File: config.mk
export PLATFORM = sky130hd
export DESIGN_NAME = cv32e40n_apu_req_buffer
export DESIGN_NICKNAME = d
export VERILOG_FILES = /design/src/rtl/cv32e40p_apu_core_pkg.sv /design/src/rtl/cv32e40n_apu_buf_pkg.sv /design/src/rtl/cv32e40n_apu_fifo.sv /design/src/rtl/cv32e40n_apu_req_buffer.sv
export SDC_FILE = /design/constraint.sdc
export NUM_CORES = 1
export LEC_CHECK = 0
export ABC_CLOCK_PERIOD_IN_PS = 13100
export CORE_MARGIN = 2
export CORE_UTILIZATION = 45
export CTS_CLUSTER_DIAMETER = 80
export CTS_CLUSTER_SIZE = 25
export DETAILED_ROUTE_END_ITERATION = 8
export GPL_TIMING_DRIVEN = 0
export HOLD_SLACK_MARGIN = 0.05
export PLACE_DENSITY = 0.8
export SYNTH_ARGS = -nofsm -noshare
export SYNTH_HDL_FRONTEND = slang
export SYNTH_HIERARCHICAL = 1
export SYNTH_SLANG_ARGS = --single-unit
File: constraint.sdc
create_clock -name clk_i -period 13.1 [get_ports clk_i]
set_input_delay 2.62 -clock clk_i [delete_from_list [all_inputs] [get_ports clk_i]]
set_output_delay 2.62 -clock clk_i [all_outputs]
set_load 0.05 [all_outputs]
File: src/rtl/cv32e40p_apu_core_pkg.sv
// APU interface widths shared by the core and the accelerator side.
//   APU_NARGS_CPU    : number of 32-bit operands per request
//   APU_WOP_CPU      : opcode width
//   APU_NDSFLAGS_CPU : downstream (core -> APU) flag width
//   APU_NUSFLAGS_CPU : upstream (APU -> core) flag width
package cv32e40p_apu_core_pkg;

    localparam int unsigned APU_NARGS_CPU    = 3;
    localparam int unsigned APU_WOP_CPU      = 6;
    localparam int unsigned APU_NDSFLAGS_CPU = 15;
    localparam int unsigned APU_NUSFLAGS_CPU = 5;

endpackage

File: src/rtl/cv32e40n_apu_buf_pkg.sv
// Types shared by the APU request buffer and its FIFO.
//   apu_req_t  : one queued core request (operands, opcode, flags)
//   APU_OP_MEM : op[1:0] encoding that marks a memory-class operation
package cv32e40n_apu_buf_pkg;

    import cv32e40p_apu_core_pkg::*;

    typedef struct packed {
        logic [APU_NARGS_CPU-1:0][31:0] operands;
        logic [APU_WOP_CPU-1:0]         op;
        logic [APU_NDSFLAGS_CPU-1:0]    flags;
    } apu_req_t;

    localparam logic [1:0] APU_OP_MEM = 2'd1;

endpackage

File: src/rtl/cv32e40n_apu_fifo.sv
// Generic synchronous FIFO with a combinational head (first-word view).
//   clk_i, rst_ni : clock, asynchronous active-low reset
//   flush_i       : drop all entries at the next edge (wins over push/pop)
//   push_i/data_i : write an entry; accepted when not full, or when full and
//                   popping in the same cycle
//   pop_i         : remove the head entry (ignored when empty)
//   data_o        : current head entry (only meaningful when !empty_o)
//   full_o, empty_o : occupancy flags
module cv32e40n_apu_fifo #(
    parameter int unsigned WIDTH = 8,
    parameter int unsigned DEPTH = 2
) (
    input  logic             clk_i,
    input  logic             rst_ni,
    input  logic             flush_i,
    input  logic             push_i,
    input  logic             pop_i,
    input  logic [WIDTH-1:0] data_i,
    output logic [WIDTH-1:0] data_o,
    output logic             full_o,
    output logic             empty_o
);

    // A 1-entry FIFO still needs a 1-bit pointer to index the array.
    localparam int unsigned PW = (DEPTH > 1) ? $clog2(DEPTH) : 1;
    localparam int unsigned CW = $clog2(DEPTH + 1);

    logic [WIDTH-1:0] mem_reg [DEPTH];
    logic [PW-1:0]    wr_ptr_reg, wr_ptr_next;
    logic [PW-1:0]    rd_ptr_reg, rd_ptr_next;
    logic [CW-1:0]    count_reg, count_next;
    logic             push_eff;
    logic             pop_eff;

    function automatic logic [PW-1:0] ptr_inc(input logic [PW-1:0] p);
        return (p == PW'(DEPTH - 1)) ? '0 : p + 1'b1;
    endfunction

    assign full_o   = (count_reg == CW'(DEPTH));
    assign empty_o  = (count_reg == '0);
    assign push_eff = push_i && (!full_o || pop_i) && !flush_i;
    assign pop_eff  = pop_i && !empty_o && !flush_i;
    assign data_o   = mem_reg[rd_ptr_reg];

    always_comb begin
        wr_ptr_next = wr_ptr_reg;
        rd_ptr_next = rd_ptr_reg;
        count_next  = count_reg;
        if (flush_i) begin
            wr_ptr_next = '0;
            rd_ptr_next = '0;
            count_next  = '0;
        end else begin
            if (push_eff) wr_ptr_next = ptr_inc(wr_ptr_reg);
            if (pop_eff)  rd_ptr_next = ptr_inc(rd_ptr_reg);
            if (push_eff && !pop_eff) count_next = count_reg + 1'b1;
            else if (!push_eff && pop_eff) count_next = count_reg - 1'b1;
        end
    end

    always_ff @(posedge clk_i or negedge rst_ni) begin
        if (!rst_ni) begin
            wr_ptr_reg <= '0;
            rd_ptr_reg <= '0;
            count_reg  <= '0;
        end else begin
            wr_ptr_reg <= wr_ptr_next;
            rd_ptr_reg <= rd_ptr_next;
            count_reg  <= count_next;
        end
    end

    // Storage needs no reset: an entry is only read after it was written.
    always_ff @(posedge clk_i) begin
        if (push_eff) mem_reg[wr_ptr_reg] <= data_i;
    end

endmodule

File: src/rtl/cv32e40n_apu_req_buffer.sv
// Request buffer between the core APU port and the vector accelerator.
//   Core side : apu_req_i/apu_gnt_o with operands/op/flags, responses on
//               apu_rvalid_o/apu_result_o/apu_flags_o (one cycle after acc).
//   Acc side  : acc_req_o/acc_gnt_i presenting the FIFO head, responses on
//               acc_rvalid_i/acc_result_i/acc_flags_i.
//   flush_i          : drop queued, not-yet-issued requests
//   mem_master_sel_o : a memory-class op is outstanding at the accelerator
//   spurious_rsp_o   : pulse after an acc response with nothing outstanding
module cv32e40n_apu_req_buffer
    import cv32e40p_apu_core_pkg::*;
    import cv32e40n_apu_buf_pkg::*;
#(
    parameter int unsigned DEPTH           = 2,
    parameter int unsigned MAX_OUTSTANDING = 2
) (
    input  logic                          clk_i,
    input  logic                          rst_ni,
    input  logic                          flush_i,
    input  logic                          apu_req_i,
    output logic                          apu_gnt_o,
    input  logic [APU_NARGS_CPU*32-1:0]   apu_operands_i,
    input  logic [APU_WOP_CPU-1:0]        apu_op_i,
    input  logic [APU_NDSFLAGS_CPU-1:0]   apu_flags_i,
    output logic                          apu_rvalid_o,
    output logic [31:0]                   apu_result_o,
    output logic [APU_NUSFLAGS_CPU-1:0]   apu_flags_o,
    output logic                          acc_req_o,
    input  logic                          acc_gnt_i,
    output logic [APU_NARGS_CPU*32-1:0]   acc_operands_o,
    output logic [APU_WOP_CPU-1:0]        acc_op_o,
    output logic [APU_NDSFLAGS_CPU-1:0]   acc_flags_o,
    input  logic                          acc_rvalid_i,
    input  logic [31:0]                   acc_result_i,
    input  logic [APU_NUSFLAGS_CPU-1:0]   acc_flags_i,
    output logic                          mem_master_sel_o,
    output logic                          spurious_rsp_o
);

    localparam int unsigned OW = $clog2(MAX_OUTSTANDING + 1);

    apu_req_t req_in;
    apu_req_t req_head;
    logic     req_full;
    logic     req_empty;
    logic     push;
    logic     issue;
    logic     rsp;
    logic     spurious;
    logic     head_is_mem;
    logic     tag_head;
    logic     tag_full;
    logic     tag_empty;

    logic [OW-1:0]               out_cnt_reg, out_cnt_next;
    logic [OW-1:0]               mem_cnt_reg, mem_cnt_next;
    logic                        mem_sel_reg;
    logic                        rvalid_reg;
    logic                        spurious_reg;
    logic [31:0]                 result_reg;
    logic [APU_NUSFLAGS_CPU-1:0] flags_reg;

    assign req_in.operands = apu_operands_i;
    assign req_in.op       = apu_op_i;
    assign req_in.flags    = apu_flags_i;

    assign apu_gnt_o = !req_full && !flush_i;
    assign push      = apu_req_i && apu_gnt_o;
    assign acc_req_o = !req_empty && (out_cnt_reg < OW'(MAX_OUTSTANDING)) && !flush_i;
    assign issue     = acc_req_o && acc_gnt_i;

    // A response is only real if something is waiting for it.
    assign rsp      = acc_rvalid_i && (out_cnt_reg != '0);
    assign spurious = acc_rvalid_i && (out_cnt_reg == '0);

    assign head_is_mem    = (req_head.op[1:0] == APU_OP_MEM);
    assign acc_operands_o = req_empty ? '0 : req_head.operands;
    assign acc_op_o       = req_empty ? '0 : req_head.op;
    assign acc_flags_o    = req_empty ? '0 : req_head.flags;

    cv32e40n_apu_fifo #(
        .WIDTH ($bits(apu_req_t)),
        .DEPTH (DEPTH)
    ) u_req_fifo (
        .clk_i   (clk_i),
        .rst_ni  (rst_ni),
        .flush_i (flush_i),
        .push_i  (push),
        .pop_i   (issue),
        .data_i  (req_in),
        .data_o  (req_head),
        .full_o  (req_full),
        .empty_o (req_empty)
    );

    // Tags follow issued ops in order so each response knows whether it
    // retires a memory-class op. Occupancy mirrors out_cnt_reg, so the
    // full/empty flags carry no extra information here.
    cv32e40n_apu_fifo #(
        .WIDTH (1),
        .DEPTH (MAX_OUTSTANDING)
    ) u_tag_fifo (
        .clk_i   (clk_i),
        .rst_ni  (rst_ni),
        .flush_i (1'b0),
        .push_i  (issue),
        .pop_i   (rsp),
        .data_i  (head_is_mem),
        .data_o  (tag_head),
        .full_o  (tag_full),
        .empty_o (tag_empty)
    );

    always_comb begin
        out_cnt_next = out_cnt_reg;
        mem_cnt_next = mem_cnt_reg;
        if (issue && !rsp)      out_cnt_next = out_cnt_reg + 1'b1;
        else if (!issue && rsp) out_cnt_next = out_cnt_reg - 1'b1;
        if ((issue && head_is_mem) && !(rsp && tag_head))      mem_cnt_next = mem_cnt_reg + 1'b1;
        else if (!(issue && head_is_mem) && (rsp && tag_head)) mem_cnt_next = mem_cnt_reg - 1'b1;
    end

    always_ff @(posedge clk_i or negedge rst_ni) begin
        if (!rst_ni) begin
            out_cnt_reg  <= '0;
            mem_cnt_reg  <= '0;
            mem_sel_reg  <= 1'b0;
            rvalid_reg   <= 1'b0;
            spurious_reg <= 1'b0;
            result_reg   <= '0;
            flags_reg    <= '0;
        end else begin
            out_cnt_reg  <= out_cnt_next;
            mem_cnt_reg  <= mem_cnt_next;
            mem_sel_reg  <= (mem_cnt_next != '0);
            rvalid_reg   <= rsp;
            spurious_reg <= spurious;
            if (rsp) begin
                result_reg <= acc_result_i;
                flags_reg  <= acc_flags_i;
            end
        end
    end

    assign apu_rvalid_o     = rvalid_reg;
    assign apu_result_o     = result_reg;
    assign apu_flags_o      = flags_reg;
    assign mem_master_sel_o = mem_sel_reg;
    assign spurious_rsp_o   = spurious_reg;

    logic unused_tag_flags;
    assign unused_tag_flags = tag_full ^ tag_empty;

endmodule

Word level (Yosys, flattened, before mapping)
Memory sizes are Yosys's and may differ from the RTL's. Cells that the tools add are included.

$add $sub $neg: 12. $mul: 0. Div/mod/pow operators: 0. Magnitude comparators: 1. Equality and inequality tests: 3. Shift operators: 0. Muxes and demuxes: 24. Bitwise operators: 0. Reductions and logical operators: 48.

Operators with widths (count): 2-to-1 mux 96 bit (1); logical AND 1 bit (23); 2-to-1 mux 2 bit (9); 2-to-1 mux 15 bit (1); logical NOT 1 bit (13); 2-to-1 mux 1 bit (12); nonzero test 2 bit (6); adder 2 x 1 -> 2 bit (second input constant) (4); subtractor 2 x 1 -> 2 bit (second input constant) (4); logical NOT 2 bit (3); 2-to-1 mux 6 bit (1); adder 1 bit (second input constant) (4); == test 2 bit (second input constant) (2); nonzero test 3 bit (1); == test 2 x 1 -> 1 bit (second input constant) (1); logical OR 1 bit (2); < comparator 2 bit (second input constant) (1).

Bits in registers: 52. Latch bits: 0. Memory bits (writable): 236. ROM bits: 0. Input port bits: 160. Output and inout bits: 159. Memories kept: 2.

Memory list: u_req_fifo.mem_reg (words 2, bits a word 117, read ports 1, clocked after Yosys merged registers in 0, wr ports 1, line cv32e40n_apu_fifo.sv:28) `logic [WIDTH-1:0] mem_reg [DEPTH];`; u_tag_fifo.mem_reg (words 2, bits a word 1, read ports 1, clocked after Yosys merged registers in 0, wr ports 1, line cv32e40n_apu_fifo.sv:28).

Logic depth before layout (Yosys ltp)
Gate-level depths: netlist of the first run.

Depth in word-level cells: 13. Mapped depth: 8. Depth with buffers taken out: 7.

Cells and area by module
The synthesis of the first run kept the hierarchy.

By module, submodules not included: cv32e40n_apu_fifo at u_req_fifo (times used 1, cells each 391, area an instance 8749.6 µm²); cv32e40n_apu_req_buffer (times used 1, cells each 242, area an instance 2596.2 µm²); cv32e40n_apu_fifo at u_tag_fifo (times used 1, cells each 28, area an instance 312.8 µm²).

Worst setup path after synthesis of the first run
Ideal clock, no wire load.

Path kind: input-to-reg. From: in flush_i. To: mem u_req_fifo/mem_reg[1][0] in the netlist's numbering, enable pin. Library setup time: 0.760 ns. Arrival: 12.236 ns. Data required time: 12.340 ns. Slack: 0.104 ns. Stages: 4. Buffers on the path: 0. Path through: nor2_1 > and2_1 > o21ai_2 > nor3b_1.

Elaborated cells on any way between the ends: 10. Those cells by class: mux: 2; reduce/logical: 8.

RTL lines: from (decl) (line cv32e40n_apu_req_buffer.sv:18) `input logic flush_i,`; logical NOT 1 bit (line cv32e40n_apu_req_buffer.sv:66) `assign apu_gnt_o = !req_full && !flush_i;`; logical AND 1 bit (line cv32e40n_apu_req_buffer.sv:66); logical AND 1 bit (line cv32e40n_apu_req_buffer.sv:67) `assign push = apu_req_i && apu_gnt_o;`; via push (line cv32e40n_apu_req_buffer.sv:45) `logic push;`; logical AND 1 bit (2 in a row) (line cv32e40n_apu_fifo.sv:41) `assign push_eff = push_i && (!full_o || pop_i) && !flush_i;`; 2-to-1 mux 1 bit (line cv32e40n_apu_fifo.sv:75) `if (push_eff) mem_reg[wr_ptr_reg] <= data_i;`; 2-to-1 mux 1 bit (implied by the code) (line cv32e40n_apu_fifo.sv:75); to (decl) (line cv32e40n_apu_fifo.sv:28).

The timed path passes the listed nets, and every way through them passes these cells.

Worst setup path in the final report of the first run
From: in flush_i. To: out acc_req_o.

Longest elaborated chain between the ends: 2.

RTL lines: logical NOT 1 bit (line cv32e40n_apu_req_buffer.sv:68) `assign acc_req_o = !req_empty && (out_cnt_reg < OW'(MAX_OUTSTANDING)) && !flush_i;`; logical AND 1 bit (line cv32e40n_apu_req_buffer.sv:68); to (decl) (line cv32e40n_apu_req_buffer.sv:27) `output logic acc_req_o,`.

Every way passes these cells.

==> out/metrics.cfg, run 1 <==
[status]
outcome=complete, no violations

[synthesis]
synth-seq-area-share_pct=71.9
syn_area_um2=11700
synth_top_area_cell=edfxtp_1
synth.avg_cell_area_um2=17.6
synth_most_common_cell=edfxtp_1
synth_warnings=6
ys.flop_type=edfxtp_1
synth_cell_type_count=39
synth_top_area_share_pct=60.8
synth-seq-cells=288
yosys-top-cells-count=edfxtp_1, mux2_2, nor2b_1, dfrtp_1, mux2_4
syn_inst=661
synth-edff-count=236
ys_top_cells_by_area=edfxtp_1, mux2_2, dfrtp_1
ys_async_sr_fraction_pct=18.1

[sta]
tightest_slew_ns=0.846
setup_viol_count_final=0
final-hold-violation-count=0
slew_headroom_pct=43.6
drv_slew=0
hold-worst-slack_ns=0.512
min_period_ns=6.98
fin_worst_skew_ns=0.0175
fmax_ghz=0.143
rsz0062_at_grt=false
finalCritPeriodShare_pct=53.3
fin_ws_ns=6.12

[hold_path]
min_from=apu_result_o[4]
min_path_type=flip-flop to flip-flop
whs_path_depth=1
min_to=apu_result_o[4]

[flow_run]
cap_violations=0

[critical_path]
timing.rr.end=u_req_fifo/mem_reg[0][94]
crit_arrival_ns=4.36
r2r_cells=12
r2r_start=u_req_fifo/count_reg[0]
crit_fanout=9
required_ns=10.48
startpoint_type=primary input
reg2reg_slack_ns=9.65
critPathLaunch=flush_i
crit_type=primary input to output port
endpoint_kind=output port

[grt]
grt_pass1_vias=7189
grt_overflow_total=0
grt_pass1_wl_um=38600
track_usage_pct=18.5
antenna_found_initial=0
grt_max_degree=41

[clock_tree]
cts_made_buffers=15
cts_sinks=288
cts_hold_buf=0
cts.path.max_buffers=3
clkTransAtPathRegs_ns=0.10
clock_latency_ns=0.49
clock-root-buffer=clkbuf_16
post-cts-setup-buffer-count=0
ctsResizeCount=0
cts_tree=built
htree_levels=1

[pwr]
leakagePower_nw=5.58
ir_worst_vdd_uv=162
p_per_area_nw_per_um2=142

[routing]
ant_nets=0
firstDrtPassIters=4
wl_per_cell_um=18.9
drtIter0Drc=356
viasPerCell=4.94
drcViolationCount=0
wirelength_um=25900
vias=6737

[final_layout]
seq_area_um2=8390
largest_reg_flops=234
drive_gt1_share_pct=22.1
multi_input_area_um2=3110
syn2layout_area_growth_pct=37.2
nets=1188
n_antenna_cell=0
fillCellCount=1840

[die]
fp.dieArea_um2=27200
core_area_um2=25300
rows=58
die_h_um=165
die_w_um=165
start_util_pct=46.0
io_pins=319

[placement]
place_hpwl_um=19500
pre_cts_ws_ns=6.09
gp_congestion=0.739
numPortBuffers=318

-- how the worst max path moves through the flow --
stage / to / slack, ns / depth (start not counted)
6_report: acc_req_o / 6.12 / 3
5_1_grt: acc_req_o / 6.01 / 3
4_1_cts: acc_req_o / 6.10 / 3
3_5_place_dp: acc_req_o / 6.09 / 3
3_3_place_gp: u_req_fifo/mem_reg[1][48] / -5.25 / 6
2_1_floorplan: u_req_fifo/mem_reg[1][0] / 0.10 / 4
-- critical path, cell delays in order --
cell,delay [ns]
clkdlybuf4s50_1,0.62
nor3_4,0.25
clkdlybuf4s50_1,0.86
-- layer usage --
layer	track usage, %	vias up	routed length, um
li1	-	3152	-
met1	21.6	3338	9830
met2	33.9	206	13500
met3	3.97	41	1800
met4	5.69	0	773
met5	0	-	0
-- kinds of logic (layout without fill, tap and decap cells) --
group           Yosys count  in the layout  share of synthesized area, %
compound gates           15             15                         0.987
xor+xnor                  9              9                         0.676
fa+ha+maj                 1              1                         0.107
buf+inv                  34            402                          1.66
flops                   288            288                          71.9
mux                     158            158                          16.2
other cells               1              7                        0.0322
simple gates            155            155                          8.34
-- where the power goes --
part	internal [mW]	switching [mW]
sequential	1.07	0.0433
combinational	0.264	0.402
clock	0.223	0.272
-- layout by cell type (no fill, tap or decap), drive strengths merged, types with 4 or more instances in the layout --
cell type / instances
clkdlybuf4s50: 317
edfxtp: 236
mux2: 157
nor2b: 110
dfrtp: 52
buf: 44
clkbuf: 35
and2b: 13
nor2: 13
conb: 7
xor2: 5
inv: 5
nor3: 5
o21ai: 5
xnor2: 4
-- through the flow --
stage | instance area (um^2) | utilization (%) | power, mW | std cells | TNS, ns
after floorplan | 11700 | - | 1.55 | 667 | 0
after global placement | 15300 | 60.3 | 1.79 | 1315 | -1116.04
after detailed placement | 15600 | 61.5 | 1.81 | 1340 | 0
after CTS | 16000 | 63.2 | 2.30 | 1365 | 0
after global routing | 16000 | 63.2 | 2.37 | 1365 | 0
final | 16000 | 63.2 | 2.27 | 1365 | 0
-- final cells by class --
class | count | share of cell area (%)
Buffer | 30 | 1.12
Clock buffer | 23 | 2.60
Clock inverter | 2 | 0.0860
Inverter | 4 | 0.0939
Multi-Input combinational cell | 345 | 19.4
Sequential cell | 288 | 52.4
Tap cell | 330 | 2.58
Timing Repair Buffer | 343 | 21.7
No activity file was read; power rests on OpenSTA's default activity.
==> inputs of run 2 (changes only) <==
--- a/config.mk
+++ b/config.mk
@@ -5,15 +5,15 @@
 export SDC_FILE = /design/constraint.sdc
 export NUM_CORES = 1
 export LEC_CHECK = 0
-export ABC_CLOCK_PERIOD_IN_PS = 13100
+export ABC_CLOCK_PERIOD_IN_PS = 6200
 export CORE_MARGIN = 2
-export CORE_UTILIZATION = 45
+export CORE_UTILIZATION = 44
 export CTS_CLUSTER_DIAMETER = 80
 export CTS_CLUSTER_SIZE = 25
 export DETAILED_ROUTE_END_ITERATION = 8
 export GPL_TIMING_DRIVEN = 0
 export HOLD_SLACK_MARGIN = 0.05
-export PLACE_DENSITY = 0.8
+export PLACE_DENSITY = 0.82
 export SYNTH_ARGS = -nofsm -noshare
 export SYNTH_HDL_FRONTEND = slang
 export SYNTH_HIERARCHICAL = 1
==> constraint.sdc (replaced) <==
create_clock -name clk_i -period 6.2 [get_ports clk_i]
set_input_delay 1.24 -clock clk_i [delete_from_list [all_inputs] [get_ports clk_i]]
set_output_delay 1.24 -clock clk_i [all_outputs]
set_load 0.05 [all_outputs]
==> out/metrics.cfg, run 2 (synthesis results as in run 1) <==
[die]
die_h_um=167
rows=59
io_pins=319
start_util_pct=44.7
core_area_um2=26100
die_w_um=167
fp.dieArea_um2=27800

[routing]
wl_per_cell_um=19.2
viasPerCell=4.90
drtIter0Drc=419
vias=6683
wirelength_um=26100
drcViolationCount=0
ant_nets=0
firstDrtPassIters=7

[final_layout]
largest_reg_flops=234
syn2layout_area_growth_pct=38.4
n_antenna_cell=0
mostFrequentLayoutCell=clkdlybuf4s50_1
final_cell_mix=clkdlybuf4s50_1, edfxtp_1, mux2_2
seq_area_um2=8390
drive_gt1_share_pct=21.6
multi_input_area_um2=3120
fin_cells=1363
nets=1179
fillCellCount=1899

[clock_tree]
cts_hold_buf=0
ctsResizeCount=0
clkTransAtPathRegs_ns=0.09
clock_latency_ns=0.50
cts_tree=built
cts.path.max_buffers=3
post-cts-setup-buffer-count=0
clock-root-buffer=clkbuf_16
cts_sinks=288
cts_made_buffers=16
htree_levels=1

[hold_path]
min_path_type=flip-flop to flip-flop
whs_path_depth=1

[pwr]
fin_total_pwr_mw=4.91
leakagePower_nw=5.61
ir_worst_vdd_uv=352
p_per_area_nw_per_um2=304

[placement]
numPortBuffers=318
gp_congestion=0.751
place_hpwl_um=19100
numPlacedInstances=1335

[critical_path]
cp_slowest_cell=clkdlybuf4s50_1
reg2reg_slack_ns=2.66
required_ns=4.96
timing.rr.end=u_req_fifo/mem_reg[1][51]
crit_path_frequent_cell=clkbuf_1
crit_fanout=10
path_buf_inv=4
r2r_start=u_req_fifo/count_reg[0]
startpoint_type=flip-flop
slowest_delay_ns=0.72
crit_path_end=acc_operands_o[68]
worst-path-stages=6
critical-path-top-delay-family=buffers and inverters
crit_type=flip-flop to output port
cp_cell_sequence=nor2_1 > buf_6 > clkbuf_1 > clkbuf_1 > and2b_1 > clkdlybuf4s50_1
critPathLaunch=u_req_fifo/count_reg[0]
endpoint_kind=output port
crit_arrival_ns=3.24
r2r_cells=10

[grt]
grt_max_degree=35
grt_pass1_wl_um=39600
antenna_found_initial=0
grt_pass1_vias=7141
track_usage_pct=18.1
grt_overflow_total=0

[sta]
setup_viol_count_final=0
drv_slew=0
finalCritPeriodShare_pct=72.2
min_period_ns=4.48
tightest_slew_ns=1.08
fin_worst_skew_ns=0.0192
final-hold-violation-count=0
hold-worst-slack_ns=0.513
slew_headroom_pct=28.1
rsz0062_at_grt=false
fmax_ghz=0.223

[flow_run]
cap_violations=0

[status]
outcome=complete, no violations

[run 2: layout make-up]
type | instances | share of cell area, %
plain buffers | 30 | 1.11
clock buffers | 24 | 2.80
clock inverters | 4 | 0.295
inverters | 4 | 0.0931
multi-input cells | 345 | 19.4
flip-flops and latches | 288 | 52.0
well taps | 335 | 2.60
repair buffers | 333 | 21.7
[run 2: routing by layer]
| metal | track usage, % | share of wire, % |
|---|---|---|
| met1 | 21.7 | 39 |
| met2 | 33.6 | 53 |
| met3 | 3.59 | 5.7 |
| met4 | 4.46 | 2.3 |
| met5 | 0 | 0 |
[run 2: how the worst min path moves through the flow]
stage	startpoint	end
floorplan	mem_cnt_reg[1]	mem_cnt_reg[1]
global placement	apu_result_o[7]	apu_result_o[7]
detailed placement	apu_flags_o[1]	apu_flags_o[1]
CTS	apu_result_o[31]	apu_result_o[31]
global route	apu_result_o[5]	apu_result_o[5]
finish	apu_result_o[31]	apu_result_o[31]
[run 2: metrics by stage]
| step | TNS, ns | util [%] | instance area, um^2 | setup WS [ns] |
|---|---|---|---|---|
| after floorplan | 0 | - | 11700 | 0.334 |
| after global placement | -381.27 | 58.7 | 15300 | -1.82 |
| after detailed placement | 0 | 60.0 | 15600 | 1.39 |
| after CTS | 0 | 61.9 | 16100 | 1.60 |
| after global routing | 0 | 61.9 | 16100 | 1.56 |
| final | 0 | 61.9 | 16100 | 1.72 |
[run 2: power by group]
group / switching [mW] / total [mW] / internal [mW]
Sequential: 0.0952 / 2.36 / 2.26
Combinational: 0.845 / 1.41 / 0.561
Clock: 0.619 / 1.15 / 0.526
Total: 1.56 / 4.91 / 3.35
